`src/rtl/event_mon_pkg.sv`:
```
// Shared types and helpers for the event monitor export path.
// CRC-8 helper (poly 0x07, MSB first) used by the serializer when EVT_SER_CRC_EN is set.
package event_mon_pkg;

  localparam int EVT_W = 72;

  typedef enum logic [1:0] {
    S_IDLE,
    S_SEND,
    S_CRC
  } ser_state_t;

  function automatic logic [7:0] crc8_update(
    input logic [7:0] crc,
    input logic [7:0] data
  );
    logic [7:0] c;
    c = crc ^ data;
    for (int i = 0; i < 8; i++) begin
      if (c[7]) c = {c[6:0], 1'b0} ^ 8'h07;
      else      c = {c[6:0], 1'b0};
    end
    return c;
  endfunction

endpackage

```
`src/rtl/event_fifo_serializer.sv`:
```
// Drains event records from the FIFO head and streams them MSB byte first.
// Define EVT_SER_CRC_EN to append a per-record CRC-8 byte to every frame.
module event_fifo_serializer
  import event_mon_pkg::*;
#(
  parameter int W     = EVT_W,
  parameter int CNT_W = 16
) (
  input  logic             clk,
  input  logic             rst,
  input  logic             fifo_empty,
  input  logic [W-1:0]     fifo_peek,
  output logic             fifo_pop,
  output logic             out_valid,
  output logic [7:0]       out_data,
  output logic             out_sop,
  output logic             out_eop,
  input  logic             out_ready,
  output logic             busy,
  output logic [CNT_W-1:0] rec_count
);

  localparam int NB = W / 8;
  localparam int IW = (NB > 1) ? $clog2(NB + 1) : 1;

  ser_state_t       r_state;
  ser_state_t       w_state_nxt;
  logic [W-1:0]     r_shreg;
  logic [IW-1:0]    r_idx;
  logic [CNT_W-1:0] r_cnt;

  logic w_hs;
  logic w_last_data;
  logic w_final;
  logic w_load;
  logic w_send_hs;

  assign w_hs        = out_valid && out_ready;
  assign w_last_data = (r_idx == IW'(NB - 1));
  assign w_send_hs   = (r_state == S_SEND) && w_hs;

`ifdef EVT_SER_CRC_EN
  logic [7:0] r_crc;
  assign w_final = (r_state == S_CRC) && w_hs;
`else
  assign w_final = w_send_hs && w_last_data;
`endif

  // Next record loads from idle or on the closing handshake: no bubble.
  assign w_load   = !fifo_empty &&
                    ((r_state == S_IDLE) || w_final);
  assign fifo_pop = w_load;

  always_ff @(posedge clk) begin
    if (rst) r_state <= S_IDLE;
    else     r_state <= w_state_nxt;
  end

  always_comb begin
    w_state_nxt = r_state;
    unique case (r_state)
      S_IDLE: begin
        if (w_load) w_state_nxt = S_SEND;
      end
      S_SEND: begin
        if (w_hs && w_last_data) begin
`ifdef EVT_SER_CRC_EN
          w_state_nxt = S_CRC;
`else
          w_state_nxt = w_load ? S_SEND : S_IDLE;
`endif
        end
      end
      S_CRC: begin
        if (w_hs) w_state_nxt = w_load ? S_SEND : S_IDLE;
      end
      default: w_state_nxt = S_IDLE;
    endcase
  end

  always_comb begin
    out_valid = 1'b0;
    out_data  = 8'h00;
    out_sop   = 1'b0;
    out_eop   = 1'b0;
    unique case (r_state)
      S_SEND: begin
        out_valid = 1'b1;
        out_data  = r_shreg[W-1 -: 8];
        out_sop   = (r_idx == '0);
`ifdef EVT_SER_CRC_EN
        out_eop   = 1'b0;
`else
        out_eop   = w_last_data;
`endif
      end
      S_CRC: begin
`ifdef EVT_SER_CRC_EN
        out_valid = 1'b1;
        out_data  = r_crc;
        out_eop   = 1'b1;
`else
        out_valid = 1'b0;
`endif
      end
      default: out_valid = 1'b0;
    endcase
  end

  always_ff @(posedge clk) begin
    if (rst) begin
      r_shreg <= '0;
      r_idx   <= '0;
      r_cnt   <= '0;
    end else begin
      if (w_load) begin
        r_shreg <= fifo_peek;
        r_idx   <= '0;
      end else if (w_send_hs) begin
        r_shreg <= r_shreg << 8;
        r_idx   <= r_idx + 1'b1;
      end
      if (w_final) r_cnt <= r_cnt + 1'b1;
    end
  end

`ifdef EVT_SER_CRC_EN
  always_ff @(posedge clk) begin
    if (rst) begin
      r_crc <= 8'h00;
    end else if (w_load) begin
      r_crc <= 8'h00;
    end else if (w_send_hs) begin
      r_crc <= crc8_update(r_crc, r_shreg[W-1 -: 8]);
    end
  end
`endif

  assign busy      = (r_state != S_IDLE);
  assign rec_count = r_cnt;

endmodule

```
`config.mk`:
```
export PLATFORM = sky130hd
export DESIGN_NAME = event_fifo_serializer
export DESIGN_NICKNAME = d
export VERILOG_FILES = /design/src/rtl/event_mon_pkg.sv /design/src/rtl/event_fifo_serializer.sv
export SDC_FILE = /design/constraint.sdc
export NUM_CORES = 1
export LEC_CHECK = 0
export CELL_PAD_IN_SITES_DETAIL_PLACEMENT = 0
export CELL_PAD_IN_SITES_GLOBAL_PLACEMENT = 1
export CORE_UTILIZATION = 35
export DETAILED_ROUTE_END_ITERATION = 8
export MAX_ROUTING_LAYER = met4
export PLACE_DENSITY_LB_ADDON = 0.2
export SLEW_MARGIN = 20
export SYNTH_ARGS = -nofsm -noshare
export SYNTH_HDL_FRONTEND = slang
export SYNTH_SLANG_ARGS = --single-unit
export TNS_END_PERCENT = 1
```
`constraint.sdc`:
```
create_clock -name clk -period 2.2 [get_ports clk]
set_clock_uncertainty 0.05 [all_clocks]
set_input_delay 0.33 -clock clk [delete_from_list [all_inputs] [get_ports clk]]
set_output_delay 0.33 -clock clk [all_outputs]
set_load 0.1 [all_outputs]
```
==> results.md <==
* Post-DP HPWL at 7679 µm
* CP Cell Sequence: inv_1 > ha_1 > nand4b_1 > a21o_4 > inv_1 > buf_12
* Number of max-cap violations at 0
* Post-CTS Setup Bufs at 0
* Status: finished clean
* Die Area at 12050 µm²
* Relative slew slack at 0.6940
* Clk sink count at 93
* # diodes at 0
* Synthesized flop and latch total at 93
* Worst Path Arrival at 1.67 ns
* CTS max path bufs at 2
* Avg Cell Area, Syn at 7.818 µm²
* Multiplexer share of the synthesized area at 0.005232
* Synth area leader: dfxtp_1
* Core region area at 11080 µm²
* Vias post-DR at 3879
* CP Launch Type: flip-flop
* CTS clk-pin slew, worst paths at 0.07 ns
* GRT overflow at 0
* Unrepaired setup endpoints after global routing: no
* Sequential power share at 0.450
* Most common cell on crit path: inv_1
* Drt via density at 5.179
* Hold_buf cts at 0
* Gpl congestion at 0.8363
* Top-area cell type share of the netlist area at 0.4580
* # rows at 38
* Final nets at 684
* Syn nets at 599
* Cell family with the largest share of critical-path delay: buffers and inverters
* Largest net degree at the start of global routing at 60
* Setup TNS at 0 ns
* Final period util at 0.9329
* Pint at 0.003097 W
* First DRT Iteration DRCs at 198
* CP Capture Type: output port
* Pleak at 2.088 nW
* FF/Latch Area at 1863 µm²
* Final wirelength at 10900 µm
* Post-CTS sizing at 0
* CTS H-tree lvls at 3
* Post-Synth XOR/XNOR Area at 0.01939
* CP max-delay cell: dfxtp_1
* TritonCTS clock tree: done
* Pwr Total at 0.004120 W
* Simple-gate share of the synthesized area at 0.2853
* Number of remaining DRC errors at 0
* Sw frac at 0.2482
* DRT antenna net count at 0
* Placed cell count at 734
* Main combinational cell family by area after synthesis: simple AND/OR/NAND/NOR gates
* Critical-path maximum fanout at 4
* WS Path Type: reg -> out
* Max stage delay on crit path at 0.35 ns
* Setup violators final at 0
* Fraction of registers with async set/reset at 0
* Layout area overhead at 40.14%
* CTS Root Cell: clkbuf_16
* Post-Syn Area at 4065 µm²
* Clock Latency Late Sink at 0.33 ns
* Fill cells at 1111
* Synth warn at 0
* Total GRT Usage at 0.1900
* CTS buffer count at 9
* Die X at 109.8 µm
* Sequential share of the synthesized area at 0.4580
* IO Port Bufs at 104
* Slew @ Worst Pin at 0.4591 ns
* Layout cells sized above 1 at 0.1330
* Post-synth top flop: dfxtp_1
* Pwr dens at 723.1 nW/µm²
* Final Slew Violations at 0
* Maximum VDD drop at 567.8 µV
* Fmax at 0.4872 GHz
* Logic pwr share at 0.146
* Pre-antenna DRT Iters at 4
* First-pass GRT wire length at 17210 µm
* Final hold vios at 0
* I/O pin count at 105
* Clock power share at 0.404
* Synth Area in Compound Gates at 0.1711
* Vias in the first global route at 3594
* Synth Area in Adders at 0.009234
* Buffers & Inverters on Critical Path at 3
* Commonest non-fill, non-tap cell in the layout: nand2_1
* Initial Utilization at 0.3670
* Layout Utilization at 0.5142
* Post-synth EDFFs at 0
* Switching Power at 0.001023 W
* Final Critical Period at 2.052 ns
* Distinct cells, synth at 34
* Tightest Hold Check Type: in -> reg
* Worst endpoint required time at 1.82 ns
* Area occupied by multi-input gates at 2023 µm²
* Fin cells at 749
* Die Span Y at 109.8 µm
* DR WL/cell at 14.56 µm
* Syn Inst Count at 520
* Initial antenna violation count at 0
* Top cells by area, synth: dfxtp_1 46%, a311oi_1 14%, nand2_1 14%
* Most frequent cells in the layout: 148 x nand2_1, 92 x dfxtp_1, 74 x clkdlybuf4s50_1
flip-flops by register name (all words and copies together), names as in the netlist:
signal	cells
r_idx	4
r_state	1
rec_count	16
r_shreg	72
layout make-up:
class | count | area share
Timing Repair Buffer | 120 | 0.2275
Tap cell | 140 | 0.03075
Sequential cell | 93 | 0.3270
Multi-Input combinational cell | 377 | 0.3552
Inverter | 4 | 0.002636
Clock buffer | 10 | 0.04195
Clock inverter | 5 | 0.01494
cell usage after synthesis, types with 5 or more instances:
| library cell | number |
|---|---|
| nand4_1 | 6 |
| nand3_1 | 12 |
| and2_1 | 10 |
| o21ai_0 | 7 |
| nand2_1 | 149 |
| buf_2 | 12 |
| a311oi_1 | 64 |
| nor3_1 | 5 |
| a21oi_1 | 17 |
| dfxtp_1 | 93 |
| xor2_1 | 8 |
| nor2_1 | 73 |
| or3_1 | 5 |
| clkbuf_1 | 29 |
worst paths after layout:
check	end	slack, ns	start	cells past startpoint
max	fifo_pop	0.15	r_idx[0]$_SDFFE_PP0P_	6
min	rec_count[0]$_SDFFE_PP0P_	0.38	rst	2
max reg2reg	rec_count[10]$_SDFFE_PP0P_	0.39	r_idx[0]$_SDFFE_PP0P_	7
min reg2reg	r_shreg[7]$_SDFFE_PP0P_	0.42	r_shreg[7]$_SDFFE_PP0P_	2
cell families after synthesis:
family	after synthesis
muxes	2
and+or+nand+nor	273
adders and majority gates	3
DFF	93
xor gates and xnor gates	9
buffers and inverters	50
AOI/OAI and AO/OA	90
per-stage QoR:
stage               area (µm²)  setup slack, ns  hold WS, ns
finish                    5697           0.1476       0.3791
global route              5697          0.03229       0.3934
CTS                       5697           0.1338       0.3802
detailed placement        5373          0.06583       0.4114
global placement          5373          0.09842       0.4116
floorplan                 4085          -0.1828       0.3643
per-layer routing:
layer  vias up  routed length [µm]  track usage
li1       1971                   -            -
met1      1818                5061       0.2316
met2        83                5352       0.3235
met3         7                 400      0.03616
met4         0                  88      0.04571
met5         -                   0            -
power groups by stage:
| stage | clock network (W) | logic [W] | registers [W] |
|---|---|---|---|
| after floorplan | 0 | 0.000335 | 0.00188 |
| after global placement | 0 | 0.000602 | 0.00189 |
| after detailed placement | 0 | 0.000607 | 0.00189 |
| after CTS | 0.00170 | 0.000611 | 0.00185 |
| after global routing | 0.00176 | 0.000656 | 0.00186 |
| final | 0.00166 | 0.000603 | 0.00185 |
Power figures use the tool's default switching activity.
